--- src/rtl/led_fade_ctrl.sv ---
// Slew-rate limiter between the encoder value registers and the RGB PWM levels.
// Ramps each channel toward its target once per prescaler tick; blank fades all three to dark.
module led_fade_ctrl #(
  parameter int unsigned WIDTH    = 8,
  parameter int unsigned PRESCALE = 256,
  parameter int unsigned STEP     = 1
) (
  input  logic             clk,
  input  logic             reset,
  input  logic [WIDTH-1:0] target0,
  input  logic [WIDTH-1:0] target1,
  input  logic [WIDTH-1:0] target2,
  input  logic             fade_en,
  input  logic             blank,
  output logic [WIDTH-1:0] level0,
  output logic [WIDTH-1:0] level1,
  output logic [WIDTH-1:0] level2,
  output logic             busy,
  output logic             dark,
  output logic             done
);

  localparam int unsigned     CW       = (PRESCALE > 1) ? $clog2(PRESCALE) : 1;
  localparam logic [CW-1:0]   CNT_LAST = CW'(PRESCALE - 1);
  localparam logic [WIDTH-1:0] STEP_W  = WIDTH'(STEP);

  typedef enum logic [1:0] {
    SETTLED,
    RAMPING,
    FADING_OUT,
    DARK
  } state_e;

  state_e           state_q, state_d;
  logic             done_q, done_d;
  logic [CW-1:0]    cnt_q, cnt_d;
  logic             tick;
  logic             stepping;
  logic             match;
  logic [WIDTH-1:0] tgt   [3];
  logic [WIDTH-1:0] eff   [3];
  logic [WIDTH-1:0] lvl_q [3];
  logic [WIDTH-1:0] lvl_d [3];

  // Moves cur toward goal by at most STEP; clamps to goal so it never overshoots or wraps.
  function automatic logic [WIDTH-1:0] step_toward(input logic [WIDTH-1:0] cur,
                                                   input logic [WIDTH-1:0] goal);
    logic [WIDTH-1:0] diff;
    logic [WIDTH-1:0] res;
    res = cur;
    if (cur < goal) begin
      diff = goal - cur;
      res  = (diff > STEP_W) ? cur + STEP_W : goal;
    end else if (cur > goal) begin
      diff = cur - goal;
      res  = (diff > STEP_W) ? cur - STEP_W : goal;
    end
    return res;
  endfunction

  assign tgt[0] = target0;
  assign tgt[1] = target1;
  assign tgt[2] = target2;

  always_comb begin
    for (int unsigned c = 0; c < 3; c++) begin
      eff[c] = blank ? '0 : tgt[c];
    end
  end

  assign tick  = (cnt_q == CNT_LAST);
  assign cnt_d = tick ? '0 : cnt_q + CW'(1);

  assign match = (lvl_q[0] == eff[0]) && (lvl_q[1] == eff[1]) && (lvl_q[2] == eff[2]);

  assign stepping = fade_en && tick && ((state_q == RAMPING) || (state_q == FADING_OUT));

  always_comb begin
    for (int unsigned c = 0; c < 3; c++) begin
      lvl_d[c] = lvl_q[c];
      if (!fade_en) begin
        lvl_d[c] = eff[c];
      end else if (stepping) begin
        lvl_d[c] = step_toward(lvl_q[c], eff[c]);
      end
    end
  end

  always_comb begin
    state_d = state_q;
    done_d  = 1'b0;
    if (!fade_en) begin
      state_d = blank ? DARK : SETTLED;
    end else begin
      case (state_q)
        SETTLED: begin
          if (blank) begin
            state_d = match ? DARK : FADING_OUT;
          end else if (!match) begin
            state_d = RAMPING;
          end
        end
        RAMPING: begin
          if (blank) begin
            state_d = match ? DARK : FADING_OUT;
          end else if (match) begin
            state_d = SETTLED;
            done_d  = 1'b1;
          end
        end
        FADING_OUT: begin
          // Releasing blank mid-fade is an abort, not a completion: no done pulse.
          if (!blank) begin
            state_d = match ? SETTLED : RAMPING;
          end else if (match) begin
            state_d = DARK;
            done_d  = 1'b1;
          end
        end
        DARK: begin
          if (!blank) begin
            state_d = match ? SETTLED : RAMPING;
          end
        end
        default: state_d = SETTLED;
      endcase
    end
  end

  always_ff @(posedge clk) begin
    if (reset) begin
      state_q <= SETTLED;
      done_q  <= 1'b0;
      cnt_q   <= '0;
      for (int unsigned c = 0; c < 3; c++) begin
        lvl_q[c] <= '0;
      end
    end else begin
      state_q <= state_d;
      done_q  <= done_d;
      cnt_q   <= cnt_d;
      for (int unsigned c = 0; c < 3; c++) begin
        lvl_q[c] <= lvl_d[c];
      end
    end
  end

  assign level0 = lvl_q[0];
  assign level1 = lvl_q[1];
  assign level2 = lvl_q[2];
  assign busy   = (state_q == RAMPING) || (state_q == FADING_OUT);
  assign dark   = (state_q == DARK);
  assign done   = done_q;

endmodule

--- config.mk ---
export PLATFORM = sky130hd
export DESIGN_NAME = led_fade_ctrl
export DESIGN_NICKNAME = d
export VERILOG_FILES = /design/src/rtl/led_fade_ctrl.sv
export SDC_FILE = /design/constraint.sdc
export NUM_CORES = 1
export LEC_CHECK = 0
export CAP_MARGIN = 20
export CORE_MARGIN = 5
export CORE_UTILIZATION = 35
export DETAILED_ROUTE_END_ITERATION = 12
export HOLD_SLACK_MARGIN = 0.02
export PLACE_DENSITY = 0.56
export SLEW_MARGIN = 20
export SYNTH_ARGS = -nofsm -noshare
export SYNTH_HDL_FRONTEND = slang
export SYNTH_SLANG_ARGS = --single-unit
--- constraint.sdc ---
create_clock -name clk -period 4.7 [get_ports clk]
set_input_delay 0.705 -clock clk [delete_from_list [all_inputs] [get_ports clk]]
set_output_delay 0.705 -clock clk [all_outputs]
set_load 0.02 [all_outputs]
======== Yosys cells after proc, flatten, opt, wreduce, memory -nomap -nowiden ========
Memories as Yosys holds them, arrays and structs flattened.
Index checks and enable logic that the tools add are counted.
Widths: inputs -> output; s select.
cells by class
  $add $sub $neg .......................... 13
  $mul .................................... 0
  divide/modulo/power cells ............... 0
  order comparisons ....................... 12
  equality and inequality tests ........... 11
  shift-type cells ........................ 0
  multiplexer cells ....................... 43
  bitwise operators ....................... 4
  reductions and logical operators ........ 9
operators by type and width
  cell                 count
  $mux 8               24
  $gt 8x1->1 const B   6
  $sub 8x8->8          6
  $add 8x1->8 const B  4
  $eq 8x8->1           3
  $gt 8x8->1           3
  $lt 8x8->1           3
  $sub 8x1->8 const B  3
  $mux 2               9
  $ne 4x4->1 const B   3
  $eq 8x8->1 const B   1
  $mux 1               8
  $pmux 2 s4           1
  $eq 2x2->1 const B   2
  $logic_and 1x1->1    4
  $reduce_and 4->1     1
  $reduce_or 2->1      2
  $ne 3x3->1 const B   1
  $or 1x1->1           3
  $eq 2x1->1 const B   1
  $logic_not 2->1      1
  $pmux 1 s2           1
  $logic_or 1x1->1     1
  $not 1->1            1
word-level totals
  register bits after elaboration ......... 11
  latch bits .............................. 0
  bits in writable memories ............... 24
  memory bits (read-only) ................. 0
  input port bits ......................... 28
  output and inout bits ................... 27
  logic and storage cells ................. 96
  memories kept ........................... 1
memory list
  name   words  bits a word  read ports  clocked after memory_dff  wr ports  RTL line  text
  lvl_q  3      8            3           0                         3         42        logic [WIDTH-1:0] lvl_q [3];

======== Logic depth before layout (Yosys ltp) ========
  depth in word-level cells ............... 9
  gate-level depth with buffers ........... 16
  mapped depth without buffers ............ 13

======== Least setup slack after synthesis ========
No wires, ideal clock.
  kind .................................... input port to flip-flop
  from .................................... in blank
  to ...................................... mem lvl_q[0][7]
  library setup time ...................... 0.086 ns
  data arrival time ....................... 3.511 ns
  required time ........................... 4.614 ns
  setup slack ............................. 1.102 ns
  stages .................................. 15
  buffers on the path ..................... 3
  cell sequence ........................... clkbuf_1 -> inv_2 -> clkbuf_8 -> nand2_1 -> inv_1 -> ha_1 -> and2b_1 -> o21a_1 -> or3_1 -> a2111o_1 -> o21ai_4 -> buf_6 -> o22ai_2 -> a21o_1 -> a221oi_2
RTL lines
  item                RTL line  text
  start: declaration  14        input logic blank,
  end: declaration    42

==> results by stage <==
Global routing:
- The number of antenna violations at the first check in global routing is 0.
- The number of global-route vias before repair was a little over 5000.
- The first global-routing pass estimated 25700 um of wire.
- Entering global routing, the biggest net connects 20 pins.
- After global routing the overflow that remains totals 0.
- The combined global-route utilization of all metal layers is a little under a fifth.

Detailed routing:
- In the routed design, unresolved DRC markers number 0.
- The count of nets left with antenna violations after detail routing is 0.
- After the first detailed-routing iteration, the DRC count stood at around 570.
- After detailed routing, the number of vias per cell comes to 5.89.
- The average routed wire per standard cell is roughly 18 um.
- The vias after detailed routing is approximately 5300.
- The detailed-route wire length is between 15000 and 20000 um.
- Before antenna repair, the detailed router went through 6 iterations.

Timing:
- The final critical path takes up 88.2% of the cycle.
- The clock arrives with slightly above 4 ps of skew.
- Measured against its own limit, the worst slew margin works out to approximately half.
- For the pin with the worst max-slew slack, the measured transition is roughly 730 ps.
- The max-slew violation count came to 0.
- Setup violations remaining at the end of the flow were counted as 0.
- Setup repair after global routing left no endpoint under its margin.
- The number of hold violations in the final report was 0.
- The final sum of negative setup slack is 0 ps.
- For this run, the top clock speed supported by timing is ~0.24 GHz.
- The final period demand of the worst path is 4150 ps.

Layout:
- Cells fill 40.7% of the core in the end.
- Cells with a size suffix above 1 make up 5.06% of the layout.
- The sequential cells in the finished layout cover a total of between 700 and 800 sq um.
- The number of inserted filler cells in the final layout is 1480.
- The final-stage net count is between 800 and 900.
- Leaving out filler cells and counting taps, the final layout contains roughly 900.
- Summing all multi-input logic gate instances after layout gives 3960 sq um.
- From synthesis to final layout, the design area changed by 15.3%.
- The antenna diode instance count is 0.

Setup path:
- The startpoint type of the worst setup path is an input port.
- The critical path contains buffers and inverters numbering 4 combined.
- STA classifies the critical path endpoint as a register.
- Among all stages on the critical path, the largest delay is contributed by clkdlybuf4s50_1.
- The maximum cell stage delay along the critical path is approximately 440 ps.
- The critical path startpoint is blank.
- Along the worst path, the maximum fanout reaches 17.
- Traced cell by cell, the critical path runs through clkdlybuf4s50_1 > inv_2 > buf_4 > nand2_1 > inv_1 > ha_1 > a21oi_1 > o21ai_1 > o22ai_1 > nor2_1 > a21oi_1 > nand2_1 > o311a_1 > o21a_1.
- The arrival time of data at the critical path endpoint is around 4300 ps.
- The critical path start-end classification is in2reg.
- The data required time at the worst endpoint is approximately 4900 ps.
- Grouping stages by cell kind, the critical path spends the most delay in compound AO/OA/AOI/OAI gates.
- The startpoint identified for the worst register-to-register timing path is lvl_q[0][8]$_SDFFE_PP0P_.

Floorplan:
- The row count is 44.
- The number of placed I/O pins is 55.
- The vertical extent of the die is between 100 and 150 um.
- The area of the die is around 17000 sq um.
- The region available for standard cell placement spans around 14000 sq um.
- In this run the horizontal extent of the chip is 131 um.
- The starting utilization of the core area is between 30% and 40%.

Placed design:
- At the end of routability-driven placement, the weighted congestion stood at between 0.9 and 1.
- The number of I/O port buffers is between 50 and 60.
- The sum of net half-perimeters after detailed placement is 12300 um.
- The number of placed instances, taps included, is approximately 900.

Synthesis:
- The synthesized netlist occupies a cell area of approximately 5100 sq um.
- The cell count after synthesis is approximately 670.
- The number of warnings printed during yosys synthesis is 0.
- The number of distinct library cell variants in the gate-level netlist after synthesis is between 80 and 90.
- The mean cell area of the mapped netlist is approximately 7.6 sq um.
- In the synthesized netlist the dominant register cell turns out to be dfxtp_1.
- The post-synthesis net count is between 700 and 800.
- The fraction of registers with async set or reset after synthesis is 0%.
- The number of synthesized flops with an enable pin is 0.
- The synthesis-stage register bit count is 35.
- After synthesis, flip-flops and latches occupy a little over an eighth of the total area.

Clock tree:
- The hold buffer count at cts is 0.
- The clock tree buffer depth is 2.
- The post-CTS setup repair buffer count is 0.
- Gates resized during post-CTS repair numbered 0.
- The count of clock tree sinks is 35.
- The tree is rooted in a clkbuf_16.
- The level count of the clock H-tree is 2.
- The CTS tree is yes.
- After clock tree synthesis, the clock-pin slew on the worst setup and hold paths is 60 ps.
- The total clock buffers created by CTS is 5.
- The clock latency on the worst-skew pair is between 200 and 300 ps.

Outcome:
- The run finished with clean final reports.

Power:
- The overall power is between 1500 and 2000 uW.
- In this run the static leakage power is 0.00242 uW.
- Dividing total power by cell area gives a power density of 304 nW/um^2.
- The worst supply voltage drop on vdd is about 0.00014 V.

Min path:
- The worst hold-check path type is reg2reg.
- The startpoint of the lowest-slack hold path is cnt_q[0]$_SDFF_PP0_.

Run:
- Max-cap violations in this run came to 0.
## worst paths after layout
| kind | to | slack [ps] | cells after the start |
|---|---|---|---|
| worst max-delay path | lvl_q[0][23]$_SDFFE_PP0P_ | 550 | 14 |
| worst min-delay path | cnt_q[0]$_SDFF_PP0_ | 470 | 1 |
| worst max register to register | lvl_q[0][9]$_SDFFE_PP0P_ | 1170 | 11 |
| worst min register to register | cnt_q[0]$_SDFF_PP0_ | 470 | 1 |
## per-stage QoR
step                      hold slack, ps  worst slack [ps]  instance area, sq um
after floorplan                      430              1100                  5100
after global placement               445               462                  5740
after detailed placement             462               370                  5740
after CTS                            475               617                  5880
after global routing                 503               334                  5880
final                                472               553                  5880
## layer usage
metal  routed length (um)  global-route usage [%]  vias to the layer above
met5                    0                       0                        -
met4                  435                    6.53                        0
met3                  802                    1.95                       45
met2                 7570                    31.1                      190
met1                 7160                    24.6                     2515
li1                     -                       -                     2525
## cells by family (layout without fill, tap and decap cells)
group           Yosys count  after routing  synth area share (%)
flops                    35             35                  13.7
compound gates          189            189                  27.1
fa+ha+maj                69             69                  17.8
buf+inv                  92            132                  8.49
simple gates            231            231                  22.8
xor+xnor                 41             41                  7.04
mux                      15             15                  2.97
## report_power, final
part	switching, uW	internal, uW
logic	615	441
registers	72.0	328
clock network	135	196
## area by class of cell
cell class                      count  area share (%)
Sequential cell                    35            11.9
Clock inverter                      2           0.213
Multi-Input combinational cell    545            67.4
Tap cell                          184            3.92
Timing Repair Buffer               64            10.5
Inverter                           60            3.83
Clock buffer                        6            2.19
## synthesized netlist by cell type, drive strengths merged, types with 9 or more instances
cell    count  area [sq um]
ha         63           788
inv        58           218
nand2      56           210
nor2       50           190
a21oi      42           210
dfxtp      35           701
nand3      35           175
xnor2      23           201
nor3       21           105
o21ai      20           111
clkbuf     19           121
xor2       18           158
a221oi     14           129
mux2i      14           140
buf        13          86.3
a211oi     12           100
o211ai     12           109
a31oi      11          68.8
nand4      11          68.8
o21a        9          67.6
## flip-flops by register name, indices dropped and copies added, names as in the netlist
register,cells
lvl_q,24
cnt_q,8
state_q,2
done,1
## cells in the final DEF, fill, tap and decap left out, types with 5 or more instances in the layout
cell,n
clkdlybuf4s50_1,54
nand2b_1,8
nor2b_1,8
a221oi_1,13
dfxtp_1,35
nand3b_1,7
o21ai_1,8
nor3_1,21
nor4_1,7
or3_1,5
a211oi_1,10
nor2_1,49
o21a_1,9
a21oi_1,42
clkbuf_16,5
o21ai_0,11
xor2_1,18
a31oi_1,11
o31ai_1,5
nand2_1,56
o221ai_1,5
a21o_1,8
xnor2_1,23
inv_1,54
nand4_1,11
o211ai_1,10
o22ai_1,5
nand3_1,35
ha_1,63
fa_1,6
mux2i_1,14
buf_4,10
Power figures use the tool's default switching activity.
